$ cat src/rtl/bnn_xnor_pop_acc.sv
// bnn_xnor_pop_acc: binary-MAC XNOR/popcount accumulator.
// Each beat produces score = 2*popcount(~(act ^ wgt)) - VEC_W. Scores are
// summed until in_last, then one signed result is emitted.
// Three stages: S1 byte popcounts, S2 adder tree and score, S3 accumulate.
// Optional feature macro: BMAC_POP_ACC_SAT_EN. When defined, S3 saturates
// and a sticky out_sat flag is emitted with each result. When undefined,
// S3 wraps in two's complement and out_sat does not exist.
module bnn_xnor_pop_acc #(
  parameter int VEC_W = 64,
  parameter int ACC_W = 16
) (
  input  logic                    clk,
  input  logic                    rst,
  input  logic                    in_valid,
  output logic                    in_ready,
  input  logic [VEC_W-1:0]        in_act,
  input  logic [VEC_W-1:0]        in_wgt,
  input  logic                    in_last,
  output logic                    out_valid,
  input  logic                    out_ready,
  output logic signed [ACC_W-1:0] out_data,
`ifdef BMAC_POP_ACC_SAT_EN
  output logic                    out_sat,
`endif
  output logic                    busy
);

  localparam int NB      = VEC_W / 8;
  localparam int POP_W   = $clog2(VEC_W) + 1;
  localparam int SCORE_W = $clog2(VEC_W) + 2;
  localparam logic signed [SCORE_W-1:0] VEC_S = SCORE_W'(VEC_W);

  // Unsigned popcount of one byte (0..8); a 4-bit signed table would wrap 8 to -8.
  function automatic logic [3:0] pop8(input logic [7:0] b);
    logic [3:0] c;
    c = 4'd0;
    for (int i = 0; i < 8; i++) begin
      c = c + {3'd0, b[i]};
    end
    return c;
  endfunction

  logic                      advance;
  logic [VEC_W-1:0]          xnor_vec;
  logic [NB*4-1:0]           byte_cnt;
  logic                      s1_valid;
  logic                      s1_last;
  logic [NB*4-1:0]           s1_cnt;
  logic [POP_W-1:0]          pop;
  logic signed [SCORE_W-1:0] score;
  logic                      s2_valid;
  logic                      s2_last;
  logic signed [SCORE_W-1:0] s2_score;
  logic signed [ACC_W-1:0]   acc;
  logic signed [ACC_W-1:0]   sum;
  logic                      in_prog;

  // The whole pipeline freezes while a result waits for the consumer.
  assign advance  = ~(out_valid & ~out_ready);
  assign in_ready = advance;
  assign busy     = s1_valid | s2_valid | in_prog;
  assign xnor_vec = ~(in_act ^ in_wgt);

  // Per-byte popcounts of the XNOR vector.
  always_comb begin
    byte_cnt = '0;
    for (int i = 0; i < NB; i++) begin
      byte_cnt[i*4 +: 4] = pop8(xnor_vec[i*8 +: 8]);
    end
  end

  // S1 register: byte counts plus beat control.
  always_ff @(posedge clk or posedge rst) begin
    if (rst) begin
      s1_valid <= 1'b0;
      s1_last  <= 1'b0;
      s1_cnt   <= '0;
    end else if (advance) begin
      s1_valid <= in_valid;
      s1_last  <= in_last;
      s1_cnt   <= byte_cnt;
    end
  end

  // Adder tree over the byte counts, then map pop 0..VEC_W to score -VEC_W..+VEC_W.
  always_comb begin
    pop = '0;
    for (int i = 0; i < NB; i++) begin
      pop = pop + POP_W'(s1_cnt[i*4 +: 4]);
    end
    score = $signed({pop, 1'b0}) - VEC_S;
  end

  // S2 register: signed score plus beat control.
  always_ff @(posedge clk or posedge rst) begin
    if (rst) begin
      s2_valid <= 1'b0;
      s2_last  <= 1'b0;
      s2_score <= '0;
    end else if (advance) begin
      s2_valid <= s1_valid;
      s2_last  <= s1_last;
      s2_score <= score;
    end
  end

`ifdef BMAC_POP_ACC_SAT_EN
  localparam logic signed [ACC_W-1:0] ACC_MAX = {1'b0, {(ACC_W-1){1'b1}}};
  localparam logic signed [ACC_W-1:0] ACC_MIN = {1'b1, {(ACC_W-1){1'b0}}};
  logic signed [ACC_W:0] sum_wide;
  logic                  ovf;
  logic                  acc_sat;

  // Saturating accumulate: one guard bit detects overflow, then clamp.
  always_comb begin
    sum_wide = (ACC_W+1)'(acc) + (ACC_W+1)'(s2_score);
    ovf      = sum_wide[ACC_W] ^ sum_wide[ACC_W-1];
    if (ovf) begin
      sum = sum_wide[ACC_W] ? ACC_MIN : ACC_MAX;
    end else begin
      sum = sum_wide[ACC_W-1:0];
    end
  end

  // Sticky saturation flag per dot product; out_sat clears once consumed.
  always_ff @(posedge clk or posedge rst) begin
    if (rst) begin
      acc_sat <= 1'b0;
      out_sat <= 1'b0;
    end else if (advance) begin
      if (s2_valid && s2_last) begin
        out_sat <= acc_sat | ovf;
        acc_sat <= 1'b0;
      end else begin
        out_sat <= 1'b0;
        if (s2_valid) begin
          acc_sat <= acc_sat | ovf;
        end
      end
    end
  end
`else
  // Wrapping accumulate in ACC_W-bit two's complement.
  always_comb begin
    sum = acc + ACC_W'(s2_score);
  end
`endif

  // S3: accumulate, or emit the result on the last beat.
  always_ff @(posedge clk or posedge rst) begin
    if (rst) begin
      acc       <= '0;
      in_prog   <= 1'b0;
      out_valid <= 1'b0;
      out_data  <= '0;
    end else if (advance) begin
      out_valid <= s2_valid & s2_last;
      if (s2_valid && s2_last) begin
        out_data <= sum;
        acc      <= '0;
        in_prog  <= 1'b0;
      end else if (s2_valid) begin
        acc      <= sum;
        in_prog  <= 1'b1;
      end
    end
  end

endmodule

$ cat config.mk
export PLATFORM = sky130hd
export DESIGN_NAME = bnn_xnor_pop_acc
export DESIGN_NICKNAME = d
export VERILOG_FILES = /design/src/rtl/bnn_xnor_pop_acc.sv
export SDC_FILE = /design/constraint.sdc
export NUM_CORES = 1
export LEC_CHECK = 0
export CAP_MARGIN = 40
export CORE_MARGIN = 2
export CORE_UTILIZATION = 51
export CTS_BUF_LIST = sky130_fd_sc_hd__clkbuf_4
export CTS_CLUSTER_DIAMETER = 200
export DETAILED_ROUTE_END_ITERATION = 8
export GPL_TIMING_DRIVEN = 0
export PLACE_DENSITY = 0.83
export SYNTH_ARGS = -nofsm -noshare
export SYNTH_HDL_FRONTEND = slang
export SYNTH_SLANG_ARGS = --single-unit
$ cat constraint.sdc
create_clock -name clk -period 4.7 [get_ports clk]
set_clock_uncertainty 0.15 [all_clocks]
set_input_delay 0.94 -clock clk [delete_from_list [all_inputs] [get_ports clk]]
set_output_delay 0.94 -clock clk [all_outputs]
set_load 0.02 [all_outputs]
==> results of run 1 <==
==> cells in the mapped netlist, drive strengths merged <==
| master | number |
|---|---|
| nand2 | 97 |
| inv | 94 |
| dfrtp | 75 |
| fa | 56 |
| ha | 45 |
| xnor2 | 44 |
| xor2 | 43 |
| a21oi | 31 |
| o21ai | 27 |
| nor2 | 11 |
| mux2 | 9 |
| o22ai | 9 |
| a22o | 8 |
| buf | 8 |
| clkbuf | 8 |
| a21o | 5 |
| nor2b | 5 |
| o31ai | 5 |
| nand3 | 3 |
| a211o | 1 |
| a21boi | 1 |
| a311o | 1 |
| a31oi | 1 |
| a41oi | 1 |
| and2 | 1 |
| conb | 1 |
| nand2b | 1 |
| nand4 | 1 |
| o211ai | 1 |
| o21a | 1 |
| o31a | 1 |
| or3 | 1 |
==> critical path, stage by stage <==
cell             delay, ns
clkdlybuf4s50_1       0.45
nor2b_1               0.05
clkbuf_1              0.21
inv_1                 0.12
buf_2                 0.23
buf_1                 0.44
clkdlybuf4s50_1       0.72
==> worst max path at each step <==
stage / from / slack [ns] / to
floorplan: s1_cnt[2] / 0.73 / s2_score[7]
global placement: in_act[0] / 0.33 / s1_cnt[2]
detailed placement: in_wgt[16] / 0.27 / s1_cnt[10]
CTS: out_ready / 0.44 / in_ready
global route: out_ready / 0.32 / in_ready
finish: out_ready / 0.44 / in_ready
==> routing by layer <==
layer,up-vias,track usage
met4,0,0.06173
met5,-,0
met3,26,0.02722
met2,164,0.4049
li1,2204,-
met1,2238,0.2554
==> cell type report <==
| class | count | area, µm² | area share |
|---|---|---|---|
| plain buffers | 16 | 65.06 | 0.008462 |
| clock buffers | 11 | 82.58 | 0.01074 |
| clock inverters | 5 | 20.02 | 0.002604 |
| inverters | 94 | 355.3 | 0.04622 |
| multi-input cells | 411 | 3588 | 0.4667 |
| flip-flops and latches | 75 | 1877 | 0.2441 |
| well taps | 143 | 178.9 | 0.02327 |
| repair buffers | 151 | 1521 | 0.1979 |
==> cells by family (layout without fill, tap and decap cells) <==
kind of cell	Yosys count	count (layout)
fa+ha+maj	101	101
other cells	1	1
simple gates	120	120
buf+inv	110	277
compound gates	93	93
mux	9	9
xor+xnor	87	87
flops	75	75
==> sequential cells by signal, indices dropped and copies added, names as in the netlist <==
signal / cells
s1_valid: 1
s1_last: 1
in_prog: 1
s2_valid: 1
s1_cnt: 32
out_valid: 1
out_data: 15
s2_score: 7
acc: 15
s2_last: 1
==> per-stage QoR <==
stage / hold slack [ns] / setup WS (ns) / utilization / cell area [µm²] / cells
after floorplan: 0.2886 / 0.7262 / - / 5883 / 596
after global placement: 0.3052 / 0.3303 / 0.6681 / 7564 / 889
after detailed placement: 0.3200 / 0.2729 / 0.6701 / 7586 / 890
after CTS: 0.3459 / 0.4376 / 0.6792 / 7689 / 906
after global routing: 0.3583 / 0.3188 / 0.6792 / 7689 / 906
final: 0.3402 / 0.4381 / 0.6792 / 7689 / 906
==> results.md, run 1 <==
- RSZ-0062 raised after global routing: false
- Die width: 111.4 µm
- Syn nets: 830
- Row cnt: 39
- CP Max Fanout: 10
- Final setup vio count: 0
- Final Cycle Share: 0.9068
- Drt pass-1 iters: 5
- Max_slew headroom: 0.4222
- Hold Path Origin: out_data[9]
- Largest family of logic cells by synthesized area: adder cells
- Top cells by area, synth: dfrtp_1 32%, fa_1 19%, ha_1 9.6%, xnor2_1 6.6%, xor2_1 6.4%
- Synth warnings: 0
- Largest net degree at the start of global routing: 42
- R2r setup slk: 0.51 ns
- Sequential share of the synthesized area: 0.3190
- First-pass GRT wire length: 21870 µm
- Ant. Diodes: 0
- Area Overhead vs Synth: 30.69%
- Final Wtd Congestion: 0.8956
- Post-DP HPWL: 10630 µm
- Cts hold-fix bufs: 0
- Hold-critical path depth: 2
- Via count of the first global-routing pass: 5026
- XOR/XNOR share of the synthesized area: 0.1295
- Die area: 12410 µm²
- Mapped Area: 5883 µm²
- Initial drt markers: 277
- Synth cell types: 35
- Met1 wire length: 4972 µm
- Final Hold Fails: 0
- Global Route Usage Sum: 0.2141
- Run status: finished, final reports clean
- Fmax: 234.6 MHz
- Adder-cell share of the synthesized area: 0.2863
- Post-synthesis mux area share: 0.01723
- CTS Buf Count: 9
- Initial Util: 0.5197
- WP data arrival: 3.17 ns
- Syn Area/Cell: 9.871 µm²
- Min-Delay Endpoint: out_data[9]
- Synth Instances: 596
- Endpoint type of the worst setup path: primary output
- Maximum clock path buffer count: 2
- Routed wire per std cell: 14.10 µm
- Startpoint Class: primary input
- Metal3 WL: 669 µm
- CTS tree: done
- Metal2 WL: 6866 µm
- Compound-cell area share of the yosys netlist: 0.09528
- Max_cap viols: 0
- Die Y-Extent: 111.4 µm
- Setup Buffers After CTS: 0
- Leading area contributor after synthesis: dfrtp_1
- FF-to-FF path depth: 14
- Share of the synthesized area in the top cell type: 0.3190
- Slew Limit Fails: 0
- Final min period: 4.262 ns
- Top-Level Pins: 152
- Via count: 4632
- Setup tns final: 0 ns
- Fillers: 891
- Required time of the critical path: 3.61 ns
- Routed Wire Length: 12770 µm
- RR Endpoint: s2_score[7]
- Clock Latency Late Sink: 0.41 ns
- Initial antenna violation count: 0
- Worst Tran Pin Value: 0.8636 ns
- Synth Register Bits: 75
- Post-route ant nets: 0
- Top layer in use: met4
- H-tree depth: 3
- Commonest non-fill, non-tap cell in the layout: clkdlybuf4s50_1
- Worst setup path class: primary input to primary output
- Fin nets: 992
- I/O Buffers: 150
- Clock sinks: 75
- Post-cts resize count: 0
- Clock transition at path regs: 0.12 ns
- Via density: 5.113
- RR Startpoint: s1_cnt[2]
- Core area: 11320 µm²
- Fraction of layout cells with a size suffix above 1: 0.03408
- Post-Synth Simple-Gate Area: 0.08103
- Grt total ovfl: 0
- Worst hold path class: flop to flop
- Clock root buffer: clkbuf_4
- # DRC: 0
- Commonest non-fill, non-tap cells in the layout: 150 x clkdlybuf4s50_1, 97 x nand2_1, 93 x inv_1
Power of run 1 is left out: the tool's default activity adds up to more than one toggle a clock period on the data nets, which glitch-free logic cannot reach.
==> run 2, diff against run 1 <==
--- a/config.mk
+++ b/config.mk
@@ -16,3 +16,4 @@
 export SYNTH_ARGS = -nofsm -noshare
 export SYNTH_HDL_FRONTEND = slang
 export SYNTH_SLANG_ARGS = --single-unit
+export TNS_END_PERCENT = 20
==> results of run 2 <==
The final DEF is identical to that of run 1; final timing and power are the same.
Power of run 2 is left out for the same reason.
==> run 3, diff against run 2 <==
--- a/config.mk
+++ b/config.mk
@@ -5,6 +5,7 @@
 export SDC_FILE = /design/constraint.sdc
 export NUM_CORES = 1
 export LEC_CHECK = 0
+export ABC_CLOCK_PERIOD_IN_PS = 4700
 export CAP_MARGIN = 40
 export CORE_MARGIN = 2
 export CORE_UTILIZATION = 51
==> results of run 3 <==
The final DEF is identical to that of run 1; final timing and power are the same.
Power of run 3 is left out for the same reason.
